[src/rtl/btn_pkg.sv]
// Shared limits, edge encoding and the counter-width helper for the
// button synchroniser / debouncer.
package btn_pkg;

   localparam int WIDTH_MIN    = 1;
   localparam int WIDTH_MAX    = 32;
   localparam int STAGES_MIN   = 2;
   localparam int STAGES_MAX   = 4;
   localparam int DEBOUNCE_MIN = 1;
   localparam int DEBOUNCE_MAX = 65535;

   // Debounced edge decided on a given clock edge.
   typedef enum logic [1:0] {
      EDGE_NONE = 2'd0,
      EDGE_RISE = 2'd1,
      EDGE_FALL = 2'd2
   } edge_e;

   // Counter width able to hold 0..cycles.
   function automatic int cnt_width(input int cycles);
      return $clog2(cycles + 1);
   endfunction

endpackage

[src/rtl/debounce_chan.sv]
// One independent channel: optional inversion, synchroniser chain,
// stability counter, debounced level flop and registered edge pulses.
module debounce_chan
   import btn_pkg::*;
#(
   parameter int   STAGES          = 2,
   parameter int   DEBOUNCE_CYCLES = 16,
   parameter logic INVERT          = 1'b0
) (
   input  logic clk,
   input  logic reset_n,
   input  logic asynch_in,
   output logic level_out,
   output logic rise_out,
   output logic fall_out
);

   localparam int            CW       = cnt_width(DEBOUNCE_CYCLES);
   localparam logic [CW-1:0] CNT_LAST = CW'(DEBOUNCE_CYCLES - 1);
   localparam logic [CW-1:0] CNT_ONE  = CW'(1);

   logic [STAGES-1:0] sync_reg;
   logic              sync_val;
   logic [CW-1:0]     count_reg;
   logic [CW-1:0]     count_next;
   logic              level_reg;
   logic              level_next;
   edge_e             edge_next;
   logic              rise_reg;
   logic              fall_reg;

   assign sync_val = sync_reg[STAGES-1];

   // Synchroniser chain: bit 0 samples the (optionally inverted) raw input.
   always_ff @(posedge clk or negedge reset_n) begin
      if (!reset_n) begin
         sync_reg <= '0;
      end else begin
         sync_reg <= {sync_reg[STAGES-2:0], asynch_in ^ INVERT};
      end
   end

   // Qualification: count consecutive disagreeing cycles, commit on the last one.
   always_comb begin
      count_next = count_reg;
      level_next = level_reg;
      edge_next  = EDGE_NONE;
      if (sync_val != level_reg) begin
         if (count_reg == CNT_LAST) begin
            level_next = sync_val;
            count_next = '0;
            edge_next  = sync_val ? EDGE_RISE : EDGE_FALL;
         end else begin
            count_next = count_reg + CNT_ONE;
         end
      end else begin
         // Any agreeing cycle restarts qualification from zero.
         count_next = '0;
      end
   end

   // Counter, level and pulse registers; pulses coincide with the level change.
   always_ff @(posedge clk or negedge reset_n) begin
      if (!reset_n) begin
         count_reg <= '0;
         level_reg <= 1'b0;
         rise_reg  <= 1'b0;
         fall_reg  <= 1'b0;
      end else begin
         count_reg <= count_next;
         level_reg <= level_next;
         rise_reg  <= (edge_next == EDGE_RISE);
         fall_reg  <= (edge_next == EDGE_FALL);
      end
   end

   assign level_out = level_reg;
   assign rise_out  = rise_reg;
   assign fall_out  = fall_reg;

endmodule

[src/rtl/button_sync_debounce.sv]
// Multi-channel button synchroniser and debouncer: one debounce_chan per
// input bit plus a combined change flag.
module button_sync_debounce
   import btn_pkg::*;
#(
   parameter int               WIDTH           = 4,
   parameter int               STAGES          = 2,
   parameter int               DEBOUNCE_CYCLES = 16,
   parameter logic [WIDTH-1:0] INVERT          = '0
) (
   input  logic             clk,
   input  logic             reset_n,
   input  logic [WIDTH-1:0] asynch_in,
   output logic [WIDTH-1:0] level_out,
   output logic [WIDTH-1:0] rise_out,
   output logic [WIDTH-1:0] fall_out,
   output logic             any_change
);

   genvar gi;
   generate
      for (gi = 0; gi < WIDTH; gi++) begin : g_chan
         debounce_chan #(
            .STAGES          (STAGES),
            .DEBOUNCE_CYCLES (DEBOUNCE_CYCLES),
            .INVERT          (INVERT[gi])
         ) u_chan (
            .clk       (clk),
            .reset_n   (reset_n),
            .asynch_in (asynch_in[gi]),
            .level_out (level_out[gi]),
            .rise_out  (rise_out[gi]),
            .fall_out  (fall_out[gi])
         );
      end
   endgenerate

   // Pulses are already registered, so this adds no latency.
   assign any_change = |(rise_out | fall_out);

endmodule

[config.mk]
export PLATFORM = sky130hd
export DESIGN_NAME = button_sync_debounce
export DESIGN_NICKNAME = d
export VERILOG_FILES = /design/src/rtl/btn_pkg.sv /design/src/rtl/debounce_chan.sv /design/src/rtl/button_sync_debounce.sv
export SDC_FILE = /design/constraint.sdc
export NUM_CORES = 1
export LEC_CHECK = 0
export BUFFER_PORTS_ARGS = -buffer_cell sky130_fd_sc_hd__buf_4
export CAP_MARGIN = 10
export CORE_UTILIZATION = 32
export DETAILED_ROUTE_END_ITERATION = 7
export PLACE_DENSITY_LB_ADDON = 0.1
export RECOVER_POWER = 100
export SYNTH_ARGS = -nofsm -noshare
export SYNTH_HDL_FRONTEND = slang
export SYNTH_SLANG_ARGS = --single-unit
[constraint.sdc]
create_clock -name clk -period 1.65 [get_ports clk]
set_clock_uncertainty 0.05 [all_clocks]
set_input_delay 0.2475 -clock clk [delete_from_list [all_inputs] [get_ports clk]]
set_output_delay 0.2475 -clock clk [all_outputs]
set_load 0.01 [all_outputs]
==> metrics.md, run 1 <==
| Metric | Value |
|---|---|
| N_diodes | `0` |
| Number of CTS-inserted buffers | `5` |
| Cell area after synthesis | `1628 um2` |
| CTS H-tree depth | `2` |
| Top Usage Layer GRT | `met2` |
| DRC | `0` |
| Synth area leader | `dfrtp_1` |
| Drt first pass iters | `4` |
| CTS Root Cell | `clkbuf_8` |
| Outcome | `completed` |
| Largest cells by area after synthesis | `dfrtp_1 (61%), xor2_1 (6.5%), buf_4 (5.5%), nand4b_4 (4.4%), mux2_4 (3.7%)` |
| Initial core utilization | `33.79%` |
| Peak supply drop | `0.0007203 V` |
| Routed Antenna Nets | `0` |
| Worst-skew pair later-pin latency | `280 ps` |
| Hold Path Class | `flip-flop to flip-flop` |
| Most common cell after layout, fill and taps aside | `dfrtp_1` |
| Critical path's largest stage delay | `approximately 400 ps` |
| Crit. End Element | `output port` |
| Met1 GRT Util | `15.23%` |
| Most frequent cells in the layout | `dfrtp_1 (40), clkbuf_1 (13), xor2_1 (12)` |
| DIE WIDTH | `73.32 um` |
| Hold path endpoint | `g_chan[0].u_chan.sync_reg[1]` |
| Routability congestion estimate | `slightly below 0.8` |
| Crit path buf inv count | `1` |
| Worst path slowest cell | `dfrtp_1` |
| Vias post-DR | `873` |
| Largest register FFs | `20` |
| Total chip power | `1.909 mW` |
| Hold depth | `0` |
| Distinct cell type count after synthesis | `15` |
| Fin. Hold Viols | `0` |
| Slew Viols, Final | `0` |
| Final-stage net count | `147` |
| Antenna violations before repair | `0` |
| Crit Path Max Fanout | `2` |
| R2R depth | `3` |
| Port Buffers | `18` |
| Critical path class | `flip-flop to output port` |
| Crit start category | `flip-flop` |
| Relative slew slack | `34.94%` |
| Largest net degree at the start of global routing | `about 40` |
| Final setup viols | `0` |
| Row count | `25` |
| Initial DRC Count | `56` |
| Ratio of cells with drive above 1 in the final layout | `a little under an eighth` |
| IO Count | `19` |
| Ys Warns | `0` |
| Sequential cell area | `1001 um2` |
| Post-Synthesis Cells | `119` |
| Vias per inst | `approximately 4.3` |
| CTS sink count | `40` |
| CP delay by family, top | `flip-flops` |
| Multi-input gate area | `470.5 um2` |
| WL per Instance | `12.95 um` |
| Worst endpoint required time | `1350 ps` |
| R2R Path End | `g_chan[2].u_chan.level_out` |
| LEAKAGE | `0.8755 nW` |
| Slew @ Worst Pin | `975.9 ps` |
| Hold path startpoint | `g_chan[0].u_chan.sync_reg[0]` |
| Core Area | `4817 um2` |
| Clock slew seen by the registers of the worst setup and hold paths | `80 ps` |
| First-pass GRT wire length | `roughly 4.5 mm` |
| RSZ-0062 raised after global routing | `false` |
| Postcts setup bufs | `0` |
| Syn_nets | `between 100 and 150` |
| Worst R2R Start | `g_chan[2].u_chan.count_reg[0]` |
| GR Util met3 | `approximately 4.5%` |
| Hpwl dp | `roughly 1.8 mm` |
| Cell Chain, Critical Path | `nor4_1 > nand2_1 > clkbuf_4` |
| GRT met2 Usage | `17.18%` |
| Minimum clock period | `1506 ps` |
| PD cells | `1060 nW/um2` |
| Fillers | `498` |
| GRT Overall Usage | `11.83%` |
| Clk buf depth | `2` |
| CTS tree | `yes` |
| Fmax achieved | `663.9 MHz` |
| Die height | `73.32 um` |
| Die ar. | `5376 um2` |
| Vias in the first global route | `935` |
| Post-synthesis sequential area ratio | `between 60% and 70%` |
| R2R Setup Slk | `280 ps` |
| Final cycle utilization of the critical path | `91.29%` |
| Setup TNS | `0 ps` |
| Final wirelength | `around 2.7 mm` |
| CP Data Arrival Time | `1210 ps` |
| Yosys reg bits | `40` |
| Syn avg cell area | `13.68 um2` |
| P&R area growth vs syn | `10.61%` |
| Post-synth top area share | `between 60 and 70%` |
| MaxCap Viol Count | `0` |
| GRT overflow | `0` |
-- area by class of cell --
cell class | instances | area share [%]
clock inverters | 2 | 1.946
flip-flops and latches | 40 | 55.59
clock buffers | 6 | 4.031
multi-input cells | 67 | 26.13
repair buffers | 23 | 7.644
well taps | 67 | 4.656
-- power breakdown --
part,switching (mW),internal (mW)
clock,0.334,0.449
sequential,0.0260,1.01
combinational,0.0457,0.0405
total,0.406,1.50
-- logic make-up after synthesis --
| family | count (synthesis) | synth area share [%] |
|---|---|---|
| compound gates | 4 | 1.537 |
| fa+ha+maj | 4 | 3.075 |
| mux | 4 | 3.690 |
| xor+xnor | 12 | 6.457 |
| buf+inv | 12 | 5.534 |
| simple gates | 43 | 18.22 |
| flops | 40 | 61.49 |
-- Yosys cell counts --
master	instances
a31oi_1	4
and2_1	5
and3_2	3
buf_4	12
dfrtp_1	40
ha_1	4
mux2_4	4
nand2_1	9
nand3_1	4
nand4b_2	1
nand4b_4	3
nor2_1	8
nor3b_1	8
nor4_1	2
xor2_1	12
-- per-layer routing --
| metal | wire length (um) | up-vias |
|---|---|---|
| met5 | 0 | - |
| met4 | 15 | 0 |
| met3 | 106 | 2 |
| met2 | 1204 | 16 |
| met1 | 1328 | 431 |
| li1 | - | 424 |
-- worst max-delay path by stage --
| stage | start | end | slack, ps | cells after the start |
|---|---|---|---|---|
| floorplan | g_chan[3].u_chan.count_reg[0] | g_chan[3].u_chan.level_out | 440 | 3 |
| global placement | g_chan[3].u_chan.count_reg[0] | g_chan[3].u_chan.fall_out | 380 | 3 |
| detailed placement | g_chan[0].u_chan.count_reg[0] | g_chan[0].u_chan.level_out | 390 | 3 |
| CTS | g_chan[0].u_chan.fall_out | any_change | 110 | 3 |
| global route | g_chan[2].u_chan.fall_out | any_change | 20 | 3 |
| finish | g_chan[0].u_chan.fall_out | any_change | 140 | 3 |
-- repair_timing --
action / 4_1_cts / 5_1_grt
hold endpoints to repair: 43 / 1
resized for setup: 0 / 0
hold buffers: 4 / 1
-- metrics by stage --
stage	util (%)	hold slack (ps)	std cells	cell area, um2	setup slack, ps
6_report	37.38	301.0	205	1800	143.6
5_1_grt	37.38	308.9	205	1800	18.24
4_1_cts	39.53	0.6027	204	1904	107.4
3_5_place_dp	36.47	214.5	192	1757	386.2
3_3_place_gp	36.47	206.5	192	1757	383.8
2_1_floorplan	-	-98.09	119	1628	437.5
Power figures use the tool's default switching activity.
==> run 2: changes to the inputs <==
--- a/config.mk
+++ b/config.mk
@@ -5,7 +5,7 @@
 export SDC_FILE = /design/constraint.sdc
 export NUM_CORES = 1
 export LEC_CHECK = 0
-export BUFFER_PORTS_ARGS = -buffer_cell sky130_fd_sc_hd__buf_4
+export BUFFER_PORTS_ARGS = -buffer_cell sky130_fd_sc_hd__buf_2
 export CAP_MARGIN = 10
 export CORE_UTILIZATION = 32
 export DETAILED_ROUTE_END_ITERATION = 7
==> run 2 against run 1 <==
  * Clock power decreased by 22%
  * Cell count fell by 0.49%
  * Sequential share of layout area increased by 0.94 points
  * Sequential power hardly changed
  * Utilization fell by 0.62 points
==> metrics.md, run 2 (synthesis gave the netlist of run 1 again) <==
| Metric | Value |
|---|---|
| Outcome | `completed (unchanged)` |
| Row count | `25 (unchanged)` |
| GRT overflow | `0 (unchanged)` |
| Relative slew slack | `42.59% (was 34.94%)` |
| IO Count | `19 (unchanged)` |
| Core Area | `4817 um2 (unchanged)` |
| Setup TNS | `0 ps (unchanged)` |
| Clock slew seen by the registers of the worst setup and hold paths | `70 ps (was 80 ps)` |
| Vias post-DR | `889 (was 873)` |
| Worst-skew pair later-pin latency | `290 ps (was 280 ps)` |
| Vias in the first global route | `905 (was 935)` |
| Final Non-Filler Cells | `204 (was 205)` |
| R2R depth | `3 (unchanged)` |
| Worst endpoint required time | `1350 ps (about the same)` |
| Slew @ Worst Pin | `861.1 ps (was 975.9 ps)` |
| First-pass GRT wire length | `4.229 mm (was 4.526 mm)` |
| CP Data Arrival Time | `1190 ps (was 1210 ps)` |
| Minimum clock period | `1483 ps (was 1506 ps)` |
| Crit. End Element | `output port (unchanged)` |
| Routed Antenna Nets | `0 (unchanged)` |
| Total chip power | `1.740 mW (was 1.909 mW)` |
| MaxCap Viol Count | `0 (unchanged)` |
| Final-stage net count | `147 (unchanged)` |
| Initial DRC Count | `48 (was 56)` |
| Most common cell after layout, fill and taps aside | `dfrtp_1 (unchanged)` |
| Hold Path Class | `input pin to flip-flop (was flip-flop to flip-flop)` |
| Final wirelength | `2.454 mm (was 2.654 mm)` |
| Pre-CTS setup slack | `377.7 ps (was 386.2 ps)` |
| Largest register FFs | `20 (unchanged)` |
| Routability congestion estimate | `0.7177 (was 0.7689)` |
| Port Buffers | `18 (unchanged)` |
| Most frequent cells in the layout | `dfrtp_1 (40), clkbuf_1 (13), xor2_1 (12) (unchanged)` |
| Hold_buf cts | `3 (was 4)` |
| DIE WIDTH | `73.32 um (unchanged)` |
| Largest net degree at the start of global routing | `27 (was 41)` |
| CTS tree | `yes (unchanged)` |
| Critical path class | `flip-flop to output port (unchanged)` |
| WL per Instance | `12.03 um (was 12.95 um)` |
| Die ar. | `5376 um2 (unchanged)` |
| N_diodes | `0 (unchanged)` |
| Drt first pass iters | `4 (unchanged)` |
| Crit Path Max Fanout | `2 (unchanged)` |
| Final setup viols | `0 (unchanged)` |
| Peak supply drop | `0.0004868 V (was 0.0007203 V)` |
| Antenna violations before repair | `0 (unchanged)` |
| Number of CTS-inserted buffers | `5 (unchanged)` |
| P&R area growth vs syn | `8.763% (was 10.61%)` |
| Min setup slack post-route | `166.8 ps (was 143.6 ps)` |
| Hold depth | `1 (was 0)` |
| Final cycle utilization of the critical path | `89.89% (was 91.29%)` |
| Die height | `73.32 um (unchanged)` |
| GRT Overall Usage | `10.89% (was 11.83%)` |
| Clk buf depth | `2 (unchanged)` |
| Fin. Hold Viols | `0 (unchanged)` |
| Initial core utilization | `33.79% (unchanged)` |
| Ratio of cells with drive above 1 in the final layout | `11.68% (was 11.59%)` |
| CTS sink count | `40 (unchanged)` |
| Hpwl dp | `1.764 mm (was 1.793 mm)` |
| Slew Viols, Final | `0 (unchanged)` |
| Crit start category | `flip-flop (unchanged)` |
| CTS H-tree depth | `2 (unchanged)` |
| PD cells | `982.6 nW/um2 (was 1060 nW/um2)` |
| Post-Place Cells | `193 (was 192)` |
| Post-CTS resize count | `0 (unchanged)` |
| RSZ-0062 raised after global routing | `false (unchanged)` |
| Fmax achieved | `674.2 MHz (was 663.9 MHz)` |
| Vias per inst | `4.358 (was 4.259)` |
| Postcts setup bufs | `0 (unchanged)` |
| CTS Root Cell | `clkbuf_8 (unchanged)` |
| LEAKAGE | `0.8616 nW (was 0.8755 nW)` |
| Hold WS | `18.41 ps (was 301.0 ps)` |
| R2R Setup Slk | `290 ps (was 280 ps)` |
| DRC | `0 (unchanged)` |
==> run 2: per-layer routing <==
| layer | vias up | GRT usage, % | share of wire (%) |
|---|---|---|---|
| li1 | 427 | - | - |
| met1 | 441 | 14.96 | 50 |
| met2 | 17 | 15.02 | 44 |
| met3 | 4 | 4.252 | 4.8 |
| met4 | 0 | 5.128 | 0.98 |
| met5 | - | 0 | 0 |
==> run 2: area by class of cell <==
cell class / instances / area (um2)
flip-flops and latches: 40 / 1001
well taps: 67 / 83.83
multi-input cells: 67 / 470.5
clock inverters: 2 / 12.51
repair buffers: 23 / 133.9
clock buffers: 5 / 68.82
fillers: 501 / 3047
==> run 2: final timing paths <==
| check | from | endpoint |
|---|---|---|
| min reg2reg | g_chan[3].u_chan.sync_reg[0] | g_chan[3].u_chan.sync_reg[1] |
| max | g_chan[0].u_chan.rise_out | any_change |
| max in group asynchronous | reset_n | g_chan[2].u_chan.level_out |
| max reg2reg | g_chan[3].u_chan.count_reg[0] | g_chan[3].u_chan.level_out |
| min | asynch_in[0] | g_chan[0].u_chan.sync_reg[0] |
| min in group asynchronous | reset_n | g_chan[1].u_chan.count_reg[4] |
==> run 2: report_power, final <==
part           internal [mW]  switching, mW  leakage (nW)
clock network          0.286          0.328        0.0400
logic                 0.0412         0.0454         0.291
registers               1.01         0.0257         0.530
total                   1.34          0.399         0.862
==> run 2: worst max-delay path, stage by stage (launching register included) <==
cell and delay, ps:
dfrtp_1 410, nor4_1 280, nand2_1 70, buf_2 140
==> run 2: stage by stage <==
step / instance area [um2] / utilization (%)
after floorplan: 1628 / -
after global placement: 1732 / 35.95
after detailed placement: 1732 / 35.95
after CTS: 1843 / 38.26
after global routing: 1770 / 36.75
final: 1770 / 36.75
==> run 3: changes to the inputs <==
--- a/config.mk
+++ b/config.mk
@@ -7,7 +7,7 @@
 export LEC_CHECK = 0
 export BUFFER_PORTS_ARGS = -buffer_cell sky130_fd_sc_hd__buf_2
 export CAP_MARGIN = 10
-export CORE_UTILIZATION = 32
+export CORE_UTILIZATION = 52
 export DETAILED_ROUTE_END_ITERATION = 7
 export PLACE_DENSITY_LB_ADDON = 0.1
 export RECOVER_POWER = 100
==> run 3 against run 2 <==
  * The run now ends with design-rule violations left
  * Fmax down 4.8%
  * Via count up 2.0%
  * Global-route usage up 6.8 points
  * Critical path depth unchanged
  * Highest routed layer unchanged
==> metrics.md, run 3 (synthesis gave the netlist of run 1 again) <==
| Metric | Value |
|---|---|
| Outcome | `complete, but fails checks (was completed)` |
| Failing checks | `design-rule violations` |
| GRT overflow | `0 (unchanged)` |
| Minimum clock period | `1557 ps (was 1483 ps)` |
| Clock slew seen by the registers of the worst setup and hold paths | `120 ps (was 70 ps)` |
| P&R area growth vs syn | `7.533% (was 8.763%)` |
| Slew @ Worst Pin | `933.8 ps (was 861.1 ps)` |
| R2R depth | `3 (unchanged)` |
| Critical path's largest stage delay | `410 ps (about the same)` |
| Drt first pass iters | `6 (was 4)` |
| Final cycle utilization of the critical path | `94.39% (was 89.89%)` |
| Postcts setup bufs | `0 (unchanged)` |
| Crit. End Element | `output port (unchanged)` |
| RSZ-0062 raised after global routing | `true (was false)` |
| WL per Instance | `14.45 um (was 12.03 um)` |
| Final-stage net count | `148 (was 147)` |
| Peak supply drop | `0.0007185 V (was 0.0004868 V)` |
| Routed Antenna Nets | `0 (unchanged)` |
| Total chip power | `1.835 mW (was 1.740 mW)` |
| LEAKAGE | `0.8867 nW (was 0.8616 nW)` |
| Min setup slack post-route | `92.51 ps (was 166.8 ps)` |
| Critical path class | `flip-flop to output port (unchanged)` |
| Hpwl dp | `1.605 mm (was 1.764 mm)` |
| Final wirelength | `2.457 mm (was 2.454 mm)` |
| Clk buf depth | `2 (unchanged)` |
| Crit Path Max Fanout | `2 (unchanged)` |
| First-pass GRT wire length | `4.381 mm (was 4.229 mm)` |
| Core Area | `2853 um2 (was 4817 um2)` |
| Hold depth | `0 (was 1)` |
| Sequential cell area | `1001 um2 (unchanged)` |
| Number of CTS-inserted buffers | `5 (unchanged)` |
| Hold WS | `310.3 ps (was 18.41 ps)` |
| Worst path slowest cell | `dfrtp_1 (unchanged)` |
| Worst endpoint required time | `1350 ps (about the same)` |
| CTS sink count | `40 (unchanged)` |
| Cell Chain, Critical Path | `nor4_2 > nand2_1 > buf_2 (was nor4_1 > nand2_1 > buf_2)` |
| Port Buffers | `18 (unchanged)` |
| Crit start category | `flip-flop (unchanged)` |
| Most frequent cells in the layout | `dfrtp_1 (40), xor2_1 (12), clkbuf_1 (10) (was dfrtp_1 (40), clkbuf_1 (13), xor2_1 (12))` |
| Vias in the first global route | `1000 (was 905)` |
| N_diodes | `0 (unchanged)` |
| Die height | `57.95 um (was 73.32 um)` |
| Largest register FFs | `20 (unchanged)` |
| Row count | `19 (was 25)` |
| Ratio of cells with drive above 1 in the final layout | `15.83% (was 11.68%)` |
| Worst-skew pair later-pin latency | `340 ps (was 290 ps)` |
| Initial core utilization | `57.06% (was 33.79%)` |
| DRC | `1 (was 0)` |
| PD cells | `1048 nW/um2 (was 982.6 nW/um2)` |
| Slew Viols, Final | `0 (unchanged)` |
| CP Data Arrival Time | `1260 ps (was 1190 ps)` |
| MaxCap Viol Count | `0 (unchanged)` |
| CTS Root Cell | `clkbuf_4 (was clkbuf_8)` |
| Hold path startpoint | `g_chan[0].u_chan.sync_reg[0] (was asynch_in[0])` |
| Setup TNS | `0 ps (unchanged)` |
| Largest net degree at the start of global routing | `41 (was 27)` |
| Hold path endpoint | `g_chan[0].u_chan.sync_reg[1] (was g_chan[0].u_chan.sync_reg[0])` |
| Worst R2R Start | `g_chan[1].u_chan.count_reg[0] (was g_chan[3].u_chan.count_reg[0])` |
| GRT Overall Usage | `17.70% (was 10.89%)` |
| Final Core Density | `61.36% (was 36.75%)` |
| Hold Path Class | `flip-flop to flip-flop (was input pin to flip-flop)` |
| Vias per inst | `5.335 (was 4.358)` |
| Pre-CTS setup slack | `389.0 ps (was 377.7 ps)` |
| Routability congestion estimate | `0.7959 (was 0.7177)` |
| Fin. Hold Viols | `0 (unchanged)` |
| Initial DRC Count | `38 (was 48)` |
| R2R Setup Slk | `270 ps (was 290 ps)` |
| CTS H-tree depth | `2 (unchanged)` |
| Fillers | `232 (was 501)` |
| IO Count | `19 (unchanged)` |
| CTS tree | `yes (unchanged)` |
| R2R Path End | `g_chan[1].u_chan.level_out (was g_chan[3].u_chan.level_out)` |
| Multi-input gate area | `483.0 um2 (was 470.5 um2)` |
| Vias post-DR | `907 (was 889)` |
| Relative slew slack | `37.75% (was 42.59%)` |
| Most common cell after layout, fill and taps aside | `dfrtp_1 (unchanged)` |
| Final setup viols | `0 (unchanged)` |
| Antenna violations before repair | `0 (unchanged)` |
| Fmax achieved | `642.1 MHz (was 674.2 MHz)` |
| Die ar. | `3358 um2 (was 5376 um2)` |
| DIE WIDTH | `57.95 um (was 73.32 um)` |
[run 3: layer usage]
layer,vias up,global-route usage [%],part of all wire [%],wire (um)
li1,431,-,-,-
met1,454,20.94,44,1087
met2,20,29.39,51,1241
met3,2,7.143,4.6,112
met4,0,6.122,0.65,16
met5,-,0,0,0
[run 3: cell type report]
cell class / instances / share of cell area (%)
sequential: 40 / 57.18
timing repair buffer: 24 / 7.577
clock inverter: 1 / 1.716
multi-input combinational: 67 / 27.59
clock buffer: 7 / 3.717
tap: 31 / 2.216
[run 3: worst max-delay path, delay by kind of cell, from the launching register on]
kind / cells / cell delay, ps
DFF: 1 / 410
and+or+nand+nor: 2 / 380
buffers and inverters: 1 / 140
[run 3: what timing repair did]
| action | CTS | global route |
|---|---|---|
| endpoints found under the hold margin | 44 | 0 |
| hold buffers | 5 | 0 |
| resized for setup | 0 | 2 |
| setup endpoints to repair | 0 | 1 |
[run 3: worst max path at each step]
| stage | from | endpoint | slack, ps |
|---|---|---|---|
| CTS | g_chan[0].u_chan.fall_out | any_change | 40 |
| finish | g_chan[2].u_chan.fall_out | any_change | 90 |
| detailed placement | g_chan[0].u_chan.count_reg[0] | g_chan[0].u_chan.level_out | 390 |
| global route | g_chan[2].u_chan.fall_out | any_change | -30 |
| floorplan | g_chan[3].u_chan.count_reg[0] | g_chan[3].u_chan.level_out | 440 |
| global placement | g_chan[3].u_chan.count_reg[0] | g_chan[3].u_chan.level_out | 400 |
[run 3: where the power goes]
part           switching, mW  internal, mW  leakage [nW]  total (mW)
clock                  0.309         0.403        0.0515       0.712
sequential            0.0262          1.01         0.530        1.04
combinational         0.0442        0.0395         0.305      0.0836
[run 3: metrics by stage]
| step | instances | cell area, um2 |
|---|---|---|
| after floorplan | 119 | 1628 |
| after global placement | 157 | 1687 |
| after detailed placement | 157 | 1687 |
| after CTS | 170 | 1832 |
| after global routing | 170 | 1750 |
| final | 170 | 1750 |
